$ cat src/rtl/seq_alu.sv
// Clocked ALU with a valid/ready input handshake and registered results/flags.
// MUL, FMUL and DIV iterate one bit per cycle; every other opcode finishes on the accept edge.
module seq_alu #(
    parameter int WIDTH = 16,
    parameter int FRAC  = 14
) (
    input  logic             clk,
    input  logic             reset,
    input  logic             in_valid,
    output logic             in_ready,
    input  logic [3:0]       opcode,
    input  logic [WIDTH-1:0] a,
    input  logic [WIDTH-1:0] b,
    output logic             out_valid,
    output logic [WIDTH-1:0] c,
    output logic [WIDTH-1:0] d,
    output logic             low,
    output logic             negative,
    output logic             zero
);
    localparam int CW = $clog2(WIDTH);
    localparam logic [CW-1:0]    CNT_LAST = CW'(WIDTH - 1);
    localparam logic [WIDTH-1:0] SH_LIM   = WIDTH'(WIDTH);

    typedef enum logic [1:0] {IDLE, BUSY, DONE} state_t;
    typedef enum logic [3:0] {
        OP_ADD  = 4'd0,  OP_SUB  = 4'd1,  OP_CMP = 4'd2,  OP_CMPR = 4'd3,
        OP_AND  = 4'd4,  OP_OR   = 4'd5,  OP_XOR = 4'd6,  OP_NOT  = 4'd7,
        OP_LSH  = 4'd8,  OP_RSH  = 4'd9,  OP_ARSH = 4'd10,
        OP_MUL  = 4'd11, OP_FMUL = 4'd12, OP_DIV = 4'd13
    } op_t;

    state_t           state, state_n;
    logic [3:0]       op_q;
    logic [WIDTH-1:0] a_q, b_q;
    logic [WIDTH-1:0] hi, lo;
    logic [CW-1:0]    cnt;
    logic             accept, is_iter, last;

    assign in_ready  = (state != BUSY);
    assign out_valid = (state == DONE);
    assign accept    = in_valid && in_ready;
    assign is_iter   = (opcode == OP_MUL) || (opcode == OP_FMUL) || (opcode == OP_DIV);
    assign last      = (state == BUSY) && (cnt == CNT_LAST);

    logic [WIDTH-1:0] s_c;
    logic             s_low, s_neg, s_zero, sh_big;

    assign sh_big = (a >= SH_LIM);

    always_comb begin
        s_c    = '0;
        s_low  = 1'b0;
        s_neg  = 1'b0;
        s_zero = 1'b0;
        case (opcode)
            OP_ADD:  begin s_c = a + b; s_low = $signed(a) < $signed(b); s_neg = s_c[WIDTH-1]; end
            OP_SUB:  begin s_c = a - b; s_low = $signed(a) < $signed(b); s_neg = s_c[WIDTH-1]; end
            OP_CMP:  begin s_low = a < b; s_neg = $signed(a) < $signed(b); s_zero = (a == b); end
            OP_CMPR: begin s_low = b < a; s_neg = $signed(b) < $signed(a); s_zero = (a == b); end
            OP_AND:  begin s_c = a & b; s_low = a < b; s_neg = s_c[WIDTH-1]; end
            OP_OR:   begin s_c = a | b; s_low = a < b; s_neg = s_c[WIDTH-1]; end
            OP_XOR:  begin s_c = a ^ b; s_low = a < b; s_neg = s_c[WIDTH-1]; end
            OP_NOT:  begin s_c = ~a; s_low = s_c < a; s_neg = s_c[WIDTH-1]; end
            OP_LSH:  s_c = sh_big ? '0 : (b << a);
            OP_RSH:  s_c = sh_big ? '0 : (b >> a);
            OP_ARSH: s_c = sh_big ? {WIDTH{b[WIDTH-1]}} : WIDTH'($signed(b) >>> a);
            default: ;
        endcase
        // Compares report equality instead; illegal opcodes leave every flag clear.
        if ((opcode != OP_CMP) && (opcode != OP_CMPR) && (opcode <= OP_DIV))
            s_zero = (s_c == '0);
    end

    logic [WIDTH:0]     mul_sum, div_shift;
    logic [WIDTH-1:0]   mul_hi_n, mul_lo_n, div_rem_n, div_quo_n, it_c, it_d;
    logic [2*WIDTH-1:0] prod_n;
    logic               div_ge;

    // hi:lo is shared: shift-add product for MUL/FMUL, remainder:quotient for DIV.
    always_comb begin
        mul_sum   = {1'b0, hi} + (lo[0] ? {1'b0, a_q} : '0);
        mul_hi_n  = mul_sum[WIDTH:1];
        mul_lo_n  = {mul_sum[0], lo[WIDTH-1:1]};
        prod_n    = {mul_hi_n, mul_lo_n};
        div_shift = {hi, lo[WIDTH-1]};
        div_ge    = div_shift >= {1'b0, b_q};
        div_rem_n = div_ge ? (div_shift[WIDTH-1:0] - b_q) : div_shift[WIDTH-1:0];
        div_quo_n = {lo[WIDTH-2:0], div_ge};
        it_c      = '0;
        it_d      = '0;
        case (op_q)
            OP_MUL:  begin it_c = mul_lo_n; it_d = mul_hi_n; end
            OP_FMUL: it_c = WIDTH'(prod_n >> FRAC);
            OP_DIV:  begin it_c = div_quo_n; it_d = div_rem_n; end
            default: ;
        endcase
    end

    always_ff @(posedge clk or posedge reset) begin
        if (reset) state <= IDLE;
        else       state <= state_n;
    end

    always_comb begin
        state_n = state;
        case (state)
            IDLE, DONE: state_n = accept ? (is_iter ? BUSY : DONE) : IDLE;
            BUSY:       if (last) state_n = DONE;
            default:    state_n = IDLE;
        endcase
    end

    always_ff @(posedge clk or posedge reset) begin
        if (reset) begin
            op_q     <= '0;
            a_q      <= '0;
            b_q      <= '0;
            hi       <= '0;
            lo       <= '0;
            cnt      <= '0;
            c        <= '0;
            d        <= '0;
            low      <= 1'b0;
            negative <= 1'b0;
            zero     <= 1'b0;
        end else if (accept) begin
            op_q <= opcode;
            a_q  <= a;
            b_q  <= b;
            cnt  <= '0;
            if (is_iter) begin
                hi <= '0;
                lo <= (opcode == OP_DIV) ? a : b;
            end else begin
                c        <= s_c;
                d        <= '0;
                low      <= s_low;
                negative <= s_neg;
                zero     <= s_zero;
            end
        end else if (state == BUSY) begin
            cnt <= cnt + 1'b1;
            if (op_q == OP_DIV) begin
                hi <= div_rem_n;
                lo <= div_quo_n;
            end else begin
                hi <= mul_hi_n;
                lo <= mul_lo_n;
            end
            if (last) begin
                c        <= it_c;
                d        <= it_d;
                low      <= 1'b0;
                negative <= 1'b0;
                zero     <= (it_c == '0);
            end
        end
    end

endmodule

$ cat config.mk
export PLATFORM = sky130hd
export DESIGN_NAME = seq_alu
export DESIGN_NICKNAME = d
export VERILOG_FILES = /design/src/rtl/seq_alu.sv
export SDC_FILE = /design/constraint.sdc
export NUM_CORES = 1
export LEC_CHECK = 0
export ABC_AREA = 1
export CAP_MARGIN = 20
export CORE_MARGIN = 2
export CORE_UTILIZATION = 55
export DETAILED_ROUTE_END_ITERATION = 12
export PLACE_DENSITY = 0.77
export SLEW_MARGIN = 30
export SYNTH_ARGS = -nofsm -noshare
export SYNTH_HDL_FRONTEND = slang
export SYNTH_SLANG_ARGS = --single-unit
$ cat constraint.sdc
create_clock -name clk -period 8.91 [get_ports clk]
set_input_delay 1.782 -clock clk [delete_from_list [all_inputs] [get_ports clk]]
set_output_delay 1.782 -clock clk [all_outputs]
set_load 0.005 [all_outputs]
## Word-level counts from Yosys, hierarchy flattened

Index checks and enable logic that the tools add are counted.

- Output and inout bits: 37
- Bits in registers: 109
- Word-level logic and storage cells: 121
- Input port bits: 39

- Shift operators: 3
- Bitwise operators: 4
- Reductions and logical operators: 18
- Equality and inequality tests: 26
- Order comparisons: 8
- Add/sub/neg operators: 5
- Muxes and demuxes: 45

Operator list:

| operator | count |
|---|---|
| $mux 16 | 22 |
| $pmux 16 s9 | 1 |
| $lt 16x16->1 | 5 |
| $pmux 16 s3 | 1 |
| $eq 4x4->1 const B | 10 |
| $logic_not 16->1 | 2 |
| $pmux 16 s2 | 1 |
| $sub 16x16->16 | 2 |
| $add 16x16->17 | 1 |
| $ge 17x16->1 | 1 |
| $add 16x16->16 | 1 |
| $and 16x16->16 | 1 |
| $eq 16x16->1 | 1 |
| $eq 4x3->1 const B | 4 |
| $ge 16x5->1 const B | 1 |
| $not 16->16 | 1 |
| $or 16x16->16 | 1 |
| $shl 16x16->16 | 1 |
| $shr 16x16->16 | 1 |
| $sshr 16x16->16 | 1 |
| $xor 16x16->16 | 1 |
| $mux 1 | 12 |
| $eq 4x2->1 const B | 2 |
| $mux 4 | 2 |
| 21 further kinds | 33 |

## Longest topological paths before layout

Gate-level depths: netlist of run 1.

- Depth after elaboration: 7
- Mapped depth: 25
- Gate-level depth less buffers: 23

## Worst setup path before layout of run 1

No wires, ideal clock.

- Kind: in2reg
- Start point: in a[2]
- End point: reg zero
- Slack: 4.534 ns
- Cell stages on the path: 24
- Arrival time: 4.303 ns
- Setup time: 0.073 ns
- Data required time: 8.837 ns
- Path buffers: 3
- Cells stage by stage: inv_1 > clkbuf_1 > clkbuf_1 > ha_1 > buf_4 > inv_2 > nand2_1 > o21ai_1 > nand2_1 > nand2_2 > nand2_1 > nand2_2 > nand2_1 > nand3_1 > o211ai_1 > nor2_1 > nand2_1 > nor2_1 > nand3_1 > nor2_1 > nand3_1 > nand2_1 > nand2_1 > a21oi_2

- Cells in the longest elaborated chain, start to end: 7
- Elaborated cells on any way between the ends: 20
- Those cells by class: add/sub (2); order compare (1); eq/ne (1); shift (3); mux (8); bitwise (4); reduce/logical (1)

Ends and longest elaborated chain:

| what | RTL line | source |
|---|---|---|
| from (decl) | 12 | `input logic [WIDTH-1:0] a,` |
| $ge 16x5->1 (tied with other cells) | 49 | `assign sh_big = (a >= SH_LIM);` |
| $mux 16 (on tied branches) | 67, 65, 66 |  |
| $pmux 16 s9 | 56 | `case (opcode)` |
| $logic_not 16->1 | 72 | `s_zero = (s_c == '0);` |
| $mux 1 * | 71 | `if ((opcode != OP_CMP) && (opcode != OP_CMPR) && (opcode <= OP_DIV))` |
| $mux 1 * | 132 | `if (is_iter) begin` |
| $mux 1 * | 127 | `end else if (accept) begin` |
| to (signal assigned) | 140 | `zero <= s_zero;` |
| to (signal assigned) | 156 | `zero <= (it_c == '0);` |
| to (decl) | 19 | `output logic zero` |

Mark *: on every way between the ends. The rest lies on a longest branch, timed or not. The select of a mux whose other input is x is not followed.
A chain may end at the register's enable or synchronous reset.

## Final worst setup path of run 1

- Start point: in a[3]
- End point: reg zero

Same word-level chain as after synthesis.

==> metrics.txt, run 1 <==
EDFF count, synth 0; Skew-Pair Late Insertion Delay 0.36 ns; crit path max-delay cell type inv_1; Setup WS post-layout 3.57 ns; grt ovf 0; Primary FF master, synth dfrtp_1; clock period minus final worst setup slack 5.34 ns; largest net degree at the start of global routing 67; final HPWL from detailed placement 34600 um; GP Congestion 1.00; # diodes 0; met3 usage 0.0560; crit path max fanout 24; setup TNS 0 ns; Slew Limit Fails 0; sw frac 0.486; Die ar. 22200 um^2; busiest grt layer met2; period utilization 0.600; Remaining DRCs 0; Worst Path Required 9.20 ns; Die X 149 um; Worst Path Class, Setup input port to flop; initial antenna violation count 0; Avg WL per Cell 21.2 um; Worst Hold Class flop to flop; clock sink count 109; setup slack after placement 3.31 ns; initial core utilization 0.555; final net count 1979; H-Tree Depth 3; YS warnings 0; Comb power frac 0.550; met2 Resource Use GR 0.668; CTS tree done; Relative slew margins 0.363; Die Y 149 um; layout cell share with drive strength beyond 1 0.0428; area added between synthesis and finish 10.6%; Worst path most repeated cell nand2_1; sequential fraction of design power 0.289; CP Launch Type input port; Clock Path Buffers 2; post-synthesis cell count 1812; most common cell in the netlist nand2_1; syn_area_per_cell 6.37 um^2; synth top area cells dfrtp_1 24%, nand2_1 16%, ha_1 11%; hold_buf cts 0; Mapped Area 11500 um^2; Total GRT Usage 0.401; # resized after CTS 0; peak supply drop 0.135 mV; vias in the first global route 12200; final hold violation count 0; clock-pin slew on the worst setup and hold paths 0.08 ns; critical path, cell by cell clkdlybuf4s50_1, buf_4, inv_1, ha_1, inv_2, nand2_1, o21ai_1, nand2_1, nand2_2, nand2_1, nand2_2, nand2_1, nand3_1, o211ai_1, nor2_1, nand2_1, nor2_1, nand3_1, nor2_1, nand3_1, nand2_1, nand2_1, a21oi_2; initial drt markers 1494; Yosys top cell area share 0.236; commonest cells in the netlist 503 x nand2_1, 186 x inv_1, 149 x o21ai_0; Post-CTS Setup Bufs 0; Unique masters post-synth 60; ys async rst share 1.00; crit path capture type flop; P per Cell Area 207 nW/um^2; P_leak 6.39 nW; max-cap violations 0; RSZ-0062 raised after global routing false; met1 global-route usage 0.521; CP Buf/Inv Count 4; sequential area share after synthesis 0.236; Switching Power 1.29 mW; actual slew at the worst max-slew pin 0.954 ns; first-pass GRT wire length 68400 um; drt total wl 45000 um; root buffer cell clkbuf_16; FMAX 187 MHz; Worst path top cell family by delay buffers and inverters; outcome finished, final reports clean; I/O pins 76; ANT nets after route 0; syn nets 1952; clock share of power 0.161; drt pass-1 iters 7; row count 53; max incr delay on CP 0.72 ns; worst clock skew 0.00786 ns; vias per cell 6.18; TritonCTS buffer count 9; Synth area leader dfrtp_1; #FFs+latches synth 109; IO buf count 75; Core ar. 20800 um^2; via count 13100; Int Power 1.36 mW; Worst Path Arrival 5.64 ns; Setup-failing EPs final 0
-- worst reg2reg max path, cell delays in order (launching register included) --
cell and delay, ns:
dfrtp_1 0.78, nand2_1 0.16, inv_1 0.09, ha_1 0.16
inv_1 0.06, fa_1 0.40, o21ai_1 0.44, nand3_1 0.13
nand3_1 0.16, inv_1 0.05, o21ai_1 0.23, nand2_1 0.09
nand2_1 0.14, o211ai_1 0.13, nor2_1 0.15, nand2_1 0.06
nor2_1 0.16, nand3_1 0.10, nand2_1 0.09, inv_1 0.05
a21oi_2 0.12
-- layout make-up --
cell class              count  area, um^2
fillers                  1989        8050
multi-input cells        1424        7750
flip-flops and latches    109        2730
repair buffers             91         871
inverters                 204         768
well taps                 275         344
clock buffers               9         225
clock inverters             7        82.6
-- flip-flops by register name, summed over array words and instances (netlist names), 2 cells and up --
signal and flops:
lo 16, cnt 4, op_q 4, state 2, d 16, a_q 16, c 16, b_q 16
hi 16
-- metal layers --
layer	up-vias	wire length (um)
li1	6135	-
met3	128	3910
met1	6072	18200
met2	752	20800
met4	0	2110
met5	-	0
-- through the flow --
step | power [mW] | instance area, um^2 | utilization | cells | hold WS, ns
3_3_place_gp | 2.13 | 12500 | 0.598 | 2103 | 0.463
2_1_floorplan | 1.72 | 11500 | - | 1812 | 0.453
5_1_grt | 2.81 | 12800 | 0.613 | 2119 | 0.507
4_1_cts | 2.60 | 12800 | 0.613 | 2119 | 0.490
6_report | 2.65 | 12800 | 0.613 | 2119 | 0.491
3_5_place_dp | 2.16 | 12500 | 0.598 | 2103 | 0.472
-- placed cells by master, fill, tap and decap left out, types with 6 or more instances in the layout --
master and n:
buf_4 16, nor3_1 15, ha_1 97, nand4_1 17
dfrtp_1 109, o21ai_0 149, nand2_2 7, nor2_2 7
clkbuf_16 9, inv_1 185, a22oi_1 18, nor2_1 123
nand2_1 503, a22o_1 25, o211ai_1 29, xnor2_1 10
a21oi_1 136, nand3_1 148, o21ai_1 25, a21o_1 8
a221oi_1 7, clkdlybuf4s50_1 75, a31oi_1 9, o22ai_1 19
inv_2 15, xor2_1 15, or2_2 6
-- power by group through the flow --
stage               registers [mW]  logic, mW  clock network [mW]
finish                       0.764       1.46               0.427
global route                 0.773       1.59               0.440
CTS                          0.757       1.42               0.422
detailed placement           0.765       1.40                   0
global placement             0.761       1.37                   0
floorplan                    0.706       1.02                   0
-- cells by family (layout without fill, tap and decap cells) --
family | count (synthesis) | count (layout) | synth area share
buf+inv | 279 | 311 | 0.0940
mux | 1 | 1 | 0.000867
compound gates | 454 | 454 | 0.231
fa+ha+maj | 101 | 101 | 0.112
xor+xnor | 25 | 25 | 0.0190
simple gates | 843 | 843 | 0.307
flops | 109 | 109 | 0.236
-- path summary, 6_finish.rpt --
| path | startpoint | to | slack, ns | depth (start not counted) |
|---|---|---|---|---|
| max reg2reg | lo[0] | zero | 5.09 | 20 |
| max in group asynchronous | reset | lo[14] | 5.84 | 3 |
| min reg2reg | d[15] | d[15] | 0.49 | 1 |
| min in group asynchronous | reset | cnt[1] | 1.87 | 2 |
| max | a[3] | zero | 3.57 | 23 |
| min | d[15] | d[15] | 0.49 | 1 |
No activity file was read; power rests on OpenSTA's default activity.
==> run 2, diff against run 1 <==
Settings changed: PLACE_DENSITY 0.77 to 0.8.
Clock period 8.91 ns to 4.9 ns, I/O delays scaled along.
==> run 2 against run 1 <==
Combinational power grew 82%. Largest power group unchanged. Worst hold slack worse by 0.0069 ns. Register-to-register slack got worse by 3.9 ns. Critical path type unchanged. Sequential share of layout area down 0.31 points. Clock power up 76%. Cell count rose by 1.2%. Count of clock-buffer cells in the layout rose by 1. First-iteration DRC count rose by 1.3%. Wire length shrank 2.3%. Clock skew fell by 0.00071 ns. Highest routed layer unchanged. Power grew 80%. Design area grew 1.5%.
==> metrics.txt, run 2 (synthesis results as in run 1) <==
setup TNS 0 ns (unchanged); RR Startpoint lo[0] (unchanged); crit path max-delay cell type a211oi_1 (was inv_1); Comb power frac 0.555 (was 0.550); Skew-Pair Late Insertion Delay 0.36 ns (about the same); initial drt markers 1513 (was 1494); clock sink count 109 (unchanged); actual slew at the worst max-slew pin 0.944 ns (was 0.954 ns); initial antenna violation count 0 (unchanged); Total GRT Usage 0.400 (was 0.401); vias per cell 6.10 (was 6.18); grt ovf 0 (unchanged); Setup-failing EPs final 0 (unchanged); Post-CTS Setup Bufs 0 (unchanged); RSZ-0062 raised after global routing false (unchanged); Die X 149 um (unchanged); commonest cells after routing, fill and taps aside 503 x nand2_1, 185 x inv_1, 149 x o21ai_0, 148 x nand3_1, 136 x a21oi_1 (unchanged); Switching Power 2.29 mW (was 1.29 mW); Worst Path Required 5.19 ns (was 9.20 ns); TritonCTS buffer count 9 (unchanged); ANT nets after route 0 (unchanged); critical path, cell by cell clkdlybuf4s50_1, inv_1, ha_1, a21oi_1, inv_1, nor2_1, nand2_1, nand3_1, nand2_1, o21ai_0, a21oi_1, a211oi_1, nand2_1, nor2_1, nand2_1, nor2_1, nand3_1, nand2_1, nand2_1, a21oi_2 (was clkdlybuf4s50_1, buf_4, inv_1, ha_1, inv_2, nand2_1, o21ai_1, nand2_1, nand2_2, nand2_1, nand2_2, nand2_1, nand3_1, o211ai_1, nor2_1, nand2_1, nor2_1, nand3_1, nor2_1, nand3_1, nand2_1, nand2_1, a21oi_2); crit path capture type flop (unchanged); final HPWL from detailed placement 34100 um (was 34600 um); Slew Limit Fails 0 (unchanged); hold path start d[15] (unchanged); Worst Path Arrival 4.70 ns (was 5.64 ns); I/O pins 76 (unchanged); crit path max fanout 11 (was 24); CP Buf/Inv Count 3 (was 4); clock-pin slew on the worst setup and hold paths 0.07 ns (was 0.08 ns); Die ar. 22200 um^2 (unchanged); sw frac 0.480 (was 0.486); Int Power 2.48 mW (was 1.36 mW); largest net degree at the start of global routing 53 (was 67); sequential fraction of design power 0.288 (was 0.289); # diodes 0 (unchanged); Core Util, Final 0.622 (was 0.613); commonest non-fill, non-tap cell in the layout nand2_1 (unchanged); Worst path top cell family by delay compound AO/OA/AOI/OAI gates (was buffers and inverters); P per Cell Area 368 nW/um^2 (was 207 nW/um^2); row count 53 (unchanged); final std cells w/o fill 2144 (was 2119); Avg WL per Cell 20.5 um (was 21.2 um); FMAX 227 MHz; Worst Path Class, Setup input port to flop (unchanged); fillcell total 2018 (was 1989); Worst path most repeated cell nand2_1 (unchanged); first-pass GRT wire length 69200 um (was 68400 um); final net count 2004 (was 1979); layout cell share with drive strength beyond 1 0.0556 (was 0.0428); Remaining DRCs 0 (unchanged); hold_buf cts 0 (unchanged); Worst Hold Class flop to flop (unchanged); Core ar. 20800 um^2 (unchanged); drt total wl 44000 um (was 45000 um); Die Y 149 um (unchanged); peak supply drop 0.210 mV (was 0.135 mV); vias in the first global route 12500 (was 12200); max-cap violations 0 (unchanged); P_leak 6.50 nW (was 6.39 nW); root buffer cell clkbuf_16 (unchanged); outcome finished, final reports clean (unchanged); IO buf count 75 (unchanged); worst setup path start a[6] (was a[3]); CTS tree done (unchanged); via count 13100 (about the same); clock period minus final worst setup slack 4.40 ns; H-Tree Depth 3 (unchanged); dpl cells 2128 (was 2103); worst clock skew 0.00715 ns (was 0.00786 ns); Relative slew margins 0.365 (was 0.363); final hold violation count 0 (unchanged); CP Launch Type input port (unchanged); # resized after CTS 0 (unchanged); period utilization 0.898; GP Congestion 1.05 (was 1.00); drt pass-1 iters 6 (was 7); Clock Path Buffers 2 (unchanged); max incr delay on CP 0.61 ns (was 0.72 ns); clock share of power 0.157 (was 0.161); area added between synthesis and finish 12.2% (was 10.6%); initial core utilization 0.555 (unchanged)
run 2: cell types whose count changed in the layout (fill, tap and decap cells not counted):
| cell | change |
|---|---|
| nor4_2 | +1 |
| inv_6 | -2 |
| nor4_4 | -1 |
| nor2_2 | +1 |
| nor2_1 | -1 |
| o2111ai_4 | +1 |
| clkbuf_1 | +1 |
| o2111ai_2 | -1 |
| clkinvlp_4 | +1 |
| buf_4 | +25 |
run 2: path summary, 6_finish.rpt:
check / endpoint / depth (start not counted) / slack, ns
max: zero / 20 / 0.50
min: d[15] / 1 / 0.48
max reg2reg: zero / 20 / 1.20
min reg2reg: d[15] / 1 / 0.48
max in group asynchronous: lo[0] / 3 / 3.02
min in group asynchronous: cnt[0] / 2 / 0.98
run 2: final cells by class:
cell class,count,area (um^2),area share
repair buffers,116,1060,0.0817
flip-flops and latches,109,2730,0.211
well taps,275,344,0.0266
multi-input cells,1424,7760,0.599
clock buffers,10,229,0.0177
clock inverters,6,72.6,0.00560
inverters,204,768,0.0593
run 2: per-stage QoR:
step                worst slack [ns]  hold WS [ns]  total power, mW  area (um^2)
floorplan                       1.05         0.453             3.13        11500
global placement               0.191         0.464             3.89        12600
detailed placement             0.257         0.467             3.94        12700
CTS                            0.614         0.486             4.70        13000
global route                   0.210         0.511             5.12        13000
finish                         0.500         0.484             4.77        13000
run 2: power by group through the flow:
stage	clock network [mW]	logic (mW)	registers (mW)
3_3_place_gp	0	2.51	1.37
2_1_floorplan	0	1.85	1.28
4_1_cts	0.752	2.59	1.36
6_report	0.750	2.65	1.37
5_1_grt	0.791	2.93	1.40
3_5_place_dp	0	2.57	1.37
run 2: layer usage:
| metal | vias to the layer above | share of wire | global-route usage |
|---|---|---|---|
| li1 | 6186 | - | - |
| met1 | 5959 | 0.40 | 0.530 |
| met2 | 790 | 0.45 | 0.638 |
| met3 | 150 | 0.10 | 0.0691 |
| met4 | 0 | 0.050 | 0.181 |
| met5 | - | 0 | 0 |
run 2: worst reg2reg max path: stages, from the launching register on:
cell,delay [ns]
dfrtp_1,0.79
nand2_1,0.11
inv_1,0.08
ha_1,0.15
inv_1,0.05
fa_1,0.40
o21ai_1,0.43
nand3_1,0.13
nand3_1,0.15
inv_1,0.05
o21ai_1,0.24
nand2_1,0.08
nand2_1,0.17
o211ai_1,0.14
nor2_1,0.12
nand2_1,0.06
nor2_1,0.15
nand3_1,0.10
nand2_1,0.08
inv_1,0.05
a21oi_2,0.12
==> variant: new RTL, settings of run 2 <==
`WIDTH`: 16 -> 8.
--- a/src/rtl/seq_alu.sv
+++ b/src/rtl/seq_alu.sv
@@ -3,3 +3,3 @@
 module seq_alu #(
-    parameter int WIDTH = 16,
+    parameter int WIDTH = 8,
     parameter int FRAC  = 14
Ports: changed (resized a, b, c and d); port bits go from 76 to 44. The function was not compared with the original's and may differ.
==> variant against run 2 <==
  * Count of clock-buffer cells in the layout is the same
  * Design area shrank 47%
  * Final cell count fell by 49%
  * Clock skew increased by 0.0056 ns
  * Sequential cell count down 49
  * Non-clock buffer count fell by 61
  * Synthesized area is 47% lower
  * Clock power down 33%
  * Die area decreased by 46%
  * Setup slack better by 0.69 ns
  * Routed wire length decreased by 55%
  * Total power down 59%
  * Largest cell class unchanged
  * Largest power group unchanged
==> variant: results (changes against run 2) <==
[final_layout]
n_antenna_cell=0  ; unchanged
drive_above_1_share_pct=8.55  ; +3.0 points

[global_route]
gr-total-overflow=0  ; unchanged
grt_pass1_vias=5836  ; -53%
grtUsageTotal_pct=34.4  ; -5.5 points
antenna_found_initial=0  ; unchanged
grt_pass1_wl_um=31000  ; -55%
grt_max_degree=43  ; -19%

[status]
status=finished, final reports clean

[synthesis]
yosysSeqAreaShare_pct=24.7  ; +1.0 points
ys.flop_type=dfrtp_1
ys_async_sr_fraction_pct=100  ; unchanged
synth_nets=999  ; -49%
yosys_warnings=0  ; unchanged
synth_area_leaders=dfrtp_1 25%, nand2_1 17%, ha_1 10%, o21ai_0 6.4%, nand3_1 6.0%
synth.distinct_cells=49  ; -18%
synthTopCellsByCount=278 x nand2_1, 88 x inv_1, 78 x o21ai_0

[detailed_routing]
first_pass_iters=5  ; -1
wl_um=19800  ; -55%
avgViaCountPerCell=5.83  ; -4.5%
drt_iter0_drc=582  ; -62%

[critical_path]
cp-startpoint=a[0]
reg2reg_depth=13  ; -35%
r2r-start=lo[0]$_DFFE_PP0P_
cp_max_fo=16  ; +5
r2r_slack_ns=2.27  ; +1.07 ns
crit_end=zero$_DFFE_PP0P_
cp.arrival_ns=4.00  ; -0.70 ns

[timing]
hold_viol_final=0  ; unchanged
worst_pin_slew_ns=0.840  ; -0.104 ns
period_minus_slack_ns=3.71  ; -0.691 ns
timing.clock.skew_ns=0.0127  ; +0.00556 ns

[placed_design]
pre_cts_slack_ns=0.923  ; +0.666 ns
dp_hpwl_um=15500  ; -55%
gp_congestion=1.06  ; +0.33%
io_buffer_count=43  ; -43%

[clock_tree]
cts.repair.resized=0  ; unchanged
cts_root_buf=clkbuf_8
clk_latency_ns=0.36  ; about the same
cts_buffers=9  ; unchanged
post_cts_buffers=0  ; unchanged
path_clk_slew_ns=0.07  ; about the same
htreeDepth=3  ; unchanged
clock_path_buffers=2  ; unchanged

[power]
peakVddDrop_mv=0.227  ; +7.9%
leakage_nw=3.40  ; -48%

[min_path]
min-delay-path-class=flip-flop to flip-flop

-- variant: kinds of logic (layout without fill, tap and decap cells) --
kind of cell / Yosys count / after routing / share of synthesized area (%)
AO/OA/AOI/OAI: 184 / 184 / 17.4
adder cells (fa/ha/maj): 54 / 54 / 11.6
AND/OR/NAND/NOR: 473 / 473 / 34.9
XOR/XNOR: 11 / 11 / 1.58
flip-flops: 60 / 60 / 24.7
buffers and inverters: 140 / 177 / 9.84
-- variant: worst max-delay path, stage by stage --
cell	delay, ns
clkdlybuf4s50_1	0.73
inv_2	0.44
ha_1	0.21
inv_1	0.07
fa_1	0.41
nand2_1	0.11
nand2_1	0.10
nand2_1	0.10
nand3_1	0.08
nand3_1	0.15
nand4_1	0.11
nor2_1	0.14
nand2_1	0.07
nor2_1	0.08
nand3_1	0.09
a21oi_2	0.12
-- variant: layout make-up --
class / count / area (um2)
timing repair buffer: 55 / 520
inverter: 106 / 399
clock inverter: 6 / 86.3
tap: 140 / 175
fill: 1028 / 4030
clock buffer: 10 / 138
multi-input combinational: 722 / 3990
sequential: 60 / 1500
-- variant: worst min-delay path by stage --
stage | from | endpoint | slack, ns | cells after the start
floorplan | state[1]$_DFFE_PP0P_ | state[1]$_DFFE_PP0P_ | 0.42 | 1
global placement | state[1]$_DFFE_PP0P_ | state[1]$_DFFE_PP0P_ | 0.44 | 1
detailed placement | state[1]$_DFFE_PP0P_ | state[1]$_DFFE_PP0P_ | 0.46 | 1
CTS | state[1]$_DFFE_PP0P_ | state[1]$_DFFE_PP0P_ | 0.47 | 1
global route | state[1]$_DFFE_PP0P_ | state[1]$_DFFE_PP0P_ | 0.49 | 1
finish | state[1]$_DFFE_PP0P_ | state[1]$_DFFE_PP0P_ | 0.47 | 1
-- variant: power breakdown --
| part | total, mW | switching, mW | internal [mW] |
|---|---|---|---|
| clock network | 0.503 | 0.204 | 0.300 |
| logic | 0.780 | 0.495 | 0.285 |
| registers | 0.653 | 0.0736 | 0.580 |
-- variant: metal layers --
layer | routed length [um] | up-vias | track usage [%]
met1 | 8140 | 2939 | 43.6
li1 | - | 3124 | -
met5 | 0 | - | 0
met4 | 857 | 0 | 16.1
met2 | 9290 | 287 | 57.4
met3 | 1480 | 57 | 5.38
-- variant: per-stage QoR --
step / cells / cell area, um2
5_1_grt: 1099 / 6810
6_report: 1099 / 6810
2_1_floorplan: 922 / 6090
4_1_cts: 1099 / 6810
3_3_place_gp: 1083 / 6590
3_5_place_dp: 1083 / 6590
